$ cat config.mk
export PLATFORM = sky130hd
export DESIGN_NAME = bound_flasher_param
export DESIGN_NICKNAME = d
export VERILOG_FILES = /design/src/rtl/bound_flasher_param.sv
export SDC_FILE = /design/constraint.sdc
export NUM_CORES = 1
export LEC_CHECK = 0
export ABC_AREA = 1
export CAP_MARGIN = 0
export CORE_UTILIZATION = 45
export CTS_CLUSTER_DIAMETER = 150
export DETAILED_ROUTE_END_ITERATION = 8
export GPL_TIMING_DRIVEN = 0
export SYNTH_ARGS = -nofsm -noshare
export SYNTH_HDL_FRONTEND = slang
export SYNTH_SLANG_ARGS = --single-unit
$ cat constraint.sdc
create_clock -name clk -period 2.2 [get_ports clk]
set_clock_uncertainty 0.15 [all_clocks]
set_input_delay 0.44 -clock clk [delete_from_list [all_inputs] [get_ports clk]]
set_output_delay 0.44 -clock clk [all_outputs]
set_load 0.01 [all_outputs]
$ cat src/rtl/bound_flasher_param.sv
// Bound flasher: a thermometer lamp bar that sweeps a fixed up/down pattern
// after a flick, with optional kickback restarts at the two mid points.
module bound_flasher_param #(
  parameter int N        = 16,
  parameter int MID_LO   = 5,
  parameter int MID_HI   = 10,
  parameter int PRESCALE = 1
) (
  input  logic         clk,
  input  logic         reset_n,
  input  logic         flick,
  output logic [N-1:0] light,
  output logic         busy,
  output logic         done
);

  localparam int CW = $clog2(N + 1);

  localparam logic [CW-1:0] C_ONE   = CW'(1);
  localparam logic [CW-1:0] C_LO    = CW'(MID_LO);
  localparam logic [CW-1:0] C_HI    = CW'(MID_HI);
  localparam logic [CW-1:0] C_LO_P1 = CW'(MID_LO + 1);
  localparam logic [CW-1:0] C_HI_M1 = CW'(MID_HI - 1);
  localparam logic [CW-1:0] C_N_M1  = CW'(N - 1);
  localparam logic [15:0]   P_LAST  = 16'(PRESCALE - 1);

  typedef enum logic [2:0] {
    IDLE,
    UP1,
    DN1,
    UP2,
    DN2,
    UP3,
    DN3,
    KB
  } state_t;

  state_t        state, state_nx;
  state_t        ret, ret_nx;
  logic [CW-1:0] c, c_nx;
  logic [15:0]   pcnt, pcnt_nx;
  logic          done_nx;
  logic          tick;
  logic          kick;

  function automatic logic [N-1:0] therm(input logic [CW-1:0] cnt);
    logic [N-1:0] t;
    for (int i = 0; i < N; i++) t[i] = (i < int'(cnt));
    return t;
  endfunction

  always_ff @(posedge clk or negedge reset_n) begin
    if (!reset_n) begin
      state <= IDLE;
      ret   <= UP1;
      c     <= '0;
      pcnt  <= '0;
      light <= '0;
      busy  <= 1'b0;
      done  <= 1'b0;
    end else begin
      state <= state_nx;
      ret   <= ret_nx;
      c     <= c_nx;
      pcnt  <= pcnt_nx;
      // Outputs are registered from next-state values so they track c/state exactly.
      light <= therm(c_nx);
      busy  <= (state_nx != IDLE);
      done  <= done_nx;
    end
  end

  always_comb begin
    state_nx = state;
    ret_nx   = ret;
    c_nx     = c;
    done_nx  = 1'b0;
    tick     = (state != IDLE) && (pcnt == P_LAST);
    kick     = flick && ((c == C_LO) || (c == C_HI));
    if ((state == IDLE) || tick) pcnt_nx = '0;
    else                         pcnt_nx = pcnt + 16'd1;

    // Each branch compares the pre-step count, so "reaches target" is c +/- 1 == target.
    case (state)
      IDLE: begin
        if (flick) state_nx = UP1;
      end
      UP1, UP3: begin
        if (tick) begin
          if (kick) begin
            state_nx = KB;
            ret_nx   = state;
          end else begin
            c_nx = c + C_ONE;
            if (c == C_N_M1) state_nx = (state == UP1) ? DN1 : DN3;
          end
        end
      end
      DN1: begin
        if (tick) begin
          c_nx = c - C_ONE;
          if (c == C_LO_P1) state_nx = UP2;
        end
      end
      UP2: begin
        if (tick) begin
          c_nx = c + C_ONE;
          if (c == C_HI_M1) state_nx = DN2;
        end
      end
      DN2: begin
        if (tick) begin
          c_nx = c - C_ONE;
          if (c == C_ONE) state_nx = UP3;
        end
      end
      DN3: begin
        if (tick) begin
          c_nx = c - C_ONE;
          if (c == C_ONE) begin
            state_nx = IDLE;
            done_nx  = 1'b1;
          end
        end
      end
      KB: begin
        if (tick) begin
          c_nx = c - C_ONE;
          if (c == C_ONE) state_nx = ret;
        end
      end
      default: state_nx = IDLE;
    endcase
  end

endmodule
==> impl_metrics.ini <==
[outcome]
status = finished clean

[global_route]
grt_pass1_wl_mm = 10.3
grt_overflow_total = 0
grt_usage_pct = 20.6
antenna_found_initial = 0
first_global_vias = 2238
grt_max_degree = 38

[synth]
synthAdderAreaFrac_pct = 3.13
yosysSeqAreaShare_pct = 39.4
ys_async_sr_fraction_pct = 100
yosys.area_share.simple_pct = 43.2
synth_cells = 358
synth.avg_cell_area_um2 = 7.82
synthMuxAreaShare_pct = 0
synth-xor-area-share_pct = 1.25
synth_top_cell_area_share_pct = 38.4
synth-compound-area-share_pct = 5.68
yosysTopAreaCell = dfrtp_1
synth_area_um2 = 2800
ys_top_cells_by_area = dfrtp_1 38%, nand2_1 10%, nor2_1 6.3%
syn-num-nets = 368
ys_warn_count = 0
synth_top_family_by_area = simple AND/OR/NAND/NOR gates
synthDistinctLibCells = 35
synth_edf_count = 0
synth_flop_cell = dfrtp_1
ys_ff_latch = 44

[floorplan]
die_x_um = 80.9
core_area_um2 = 5960
die_area_um2 = 6540
rows = 28
io_pins = 21
initial_core_util_pct = 47.0
die_h_um = 80.9

[cts]
clockBufferDepth = 2
cts_tree = done
cts_buffers = 5
cts-root-buf = clkbuf_8
cts_max_level = 2
clk_latency_ps = 300
clkSinkCount = 44
clk_pin_slew_ps = 90

[power]
p_int_mw = 1.04
leakage_nw = 1.66
vdd_drop_max_mv = 0.341
combPwrFrac_pct = 2.0
p_per_area_nw_per_um2 = 384
p_total_mw = 1.34
p_sw_share_pct = 22.6
netSwitchingPower_mw = 0.304
power.clock.fraction_pct = 37.9
p_seq_share_pct = 60.1

[cells_and_area]
diodes = 0
fin_nets = 417
fillers = 557
layout-drive-gt1-share_pct = 29.4
syn_to_final_growth_pct = 25.1
multi_input_area_um2 = 1620
utilization_pct = 58.8
regArea_um2 = 1110

[worst_setup_path]
cp_common_cell = nand2_2
rrSetupSlack_ps = 30
crit_required_ps = 2250
rr_worst_depth = 13
worst-path-buf-inv = 1
critPathTopFamily = simple AND/OR/NAND/NOR gates
cpPeakStageDelay_ps = 480
worst-path-max-fanout = 7
worstReg2RegEnd = light[8]
crit_path_cell_trace = ha_4, nand2_2, nor2_1, ha_1, inv_1, nand2_2, nand2_2, nand3_2, nand3_2, nor2_4, nand3_2, nand2_2, nand2_1
crit_path_top_delay_cell = dfrtp_2
startpoint_type = flop
critical_path_class = flop to flop
r2r_start = c[0]
end_kind = flop
cp.arrival_ps = 2220

[placement]
portBuffers = 20
place.gp.congestion = 0.841
hpwl_mm = 4.51

[timing]
final-hold-violation-count = 0
worst_pin_slew_ps = 482
fmax_ghz = 0.460
slew_viol_final = 0
post-route-min-period_ps = 2170
period_share_pct = 98.8
slew-limit-headroom_pct = 67.6
hold_slack_ps = 341
grt_setup_unrepaired = yes
setup_viol = 0

[hold_path]
min_from = ret[1]
hold_path.class = flop to flop
min_to = ret[1]
hold-path-cell-count = 2

[drt]
wl_mm = 6.43
wire_per_inst_um = 13.3
drt_iter0_drc = 122
drtPass1Iterations = 4
post-route-drc-count = 0
antenna_left = 0
viasPerCell = 5.12
via_count = 2475

[flow_run]
max-cap-violations = 0
-- power groups by stage --
stage,Sequential [mW],Combinational (mW),Clock (mW)
6_report,0.808,0.0274,0.509
5_1_grt,0.808,0.0317,0.562
4_1_cts,0.808,0.0281,0.533
3_5_place_dp,0.824,0.0263,0
3_3_place_gp,0.824,0.0227,0
2_1_floorplan,0.824,0.00210,0
-- timing repair --
item	4_1_cts	5_1_grt
gates resized for setup	11	28
endpoints found under the hold margin	7	0
hold buffers	1	0
pin swaps	3	17
setup buffers	6	14
endpoints found under the setup margin	16	21
-- state kept, by name, indices dropped and copies added (netlist names) --
name / flops
c: 5
ret: 3
light: 15
pcnt: 16
done: 1
busy: 1
state: 3
-- Yosys cell counts, types with 2 or more instances --
library cell / instances
nand2_1: 77
nor2_1: 47
dfrtp_1: 43
inv_1: 39
nand3_1: 34
nand3_2: 12
o21ai_0: 12
nand2_2: 11
nor2_2: 10
a21oi_1: 9
inv_2: 8
nand4_1: 8
ha_1: 7
nor3_1: 6
nand2_4: 4
buf_4: 3
nor2_8: 3
nor4_1: 3
nand3b_1: 2
nor2_4: 2
o21ai_2: 2
xnor2_1: 2
xor2_1: 2
-- layout make-up --
cell class	instances	area share, %
multi-input cells	263	46.3
repair buffers	42	10.8
plain buffers	3	0.643
well taps	75	2.68
flip-flops and latches	44	31.6
clock buffers	5	1.96
clock inverters	3	0.679
inverters	48	5.36
-- layer usage --
layer	up-vias	wire (um)	GRT usage (%)
li1	1250	-	-
met1	1171	3030	28.1
met2	47	3140	33.1
met3	7	202	3.37
met4	0	63	6.96
met5	-	0	0
-- worst min-delay path: cells and delay by family, from the launching register on --
kind	cells	cell delay (ps)
buf+inv	1	50
flops	1	380
simple gates	1	30
-- worst max-delay path by stage --
stage / slack (ps) / cells past startpoint / startpoint / to
after floorplan: 190 / 14 / c[0] / light[14]
after global placement: -680 / 1 / reset_n / ret[1]
after detailed placement: -360 / 12 / flick / light[10]
after CTS: -3 / 13 / c[0] / light[14]
after global routing: -110 / 11 / c[2] / light[0]
final: 30 / 13 / c[0] / light[8]
-- per-stage QoR --
| stage | cell area [um^2] | std cells | setup slack [ps] | TNS, ps |
|---|---|---|---|---|
| finish | 3500 | 483 | 27.4 | 0 |
| global route | 3500 | 483 | -113 | -1460 |
| CTS | 3290 | 469 | -3.13 | -3.13 |
| floorplan | 2800 | 358 | 194 | 0 |
| detailed placement | 3110 | 454 | -362 | -5430 |
| global placement | 3090 | 453 | -676 | -34360 |
-- placed cells by master, fill, tap and decap left out, types with 13 or more instances in the layout --
master and instances:
nand2_2 13, inv_1 35, dfrtp_1 40, nor2_2 16, nand3_2 16, nor2_1 41, nand2_1 73, buf_4 22
nand3_1 30, clkdlybuf4s50_1 19
-- cell families after synthesis --
family,Yosys count
AND/OR/NAND/NOR,225
buffers and inverters,51
flip-flops,44
AO/OA/AOI/OAI,27
adder cells (fa/ha/maj),7
XOR/XNOR,4
No activity file was read; power rests on OpenSTA's default activity.
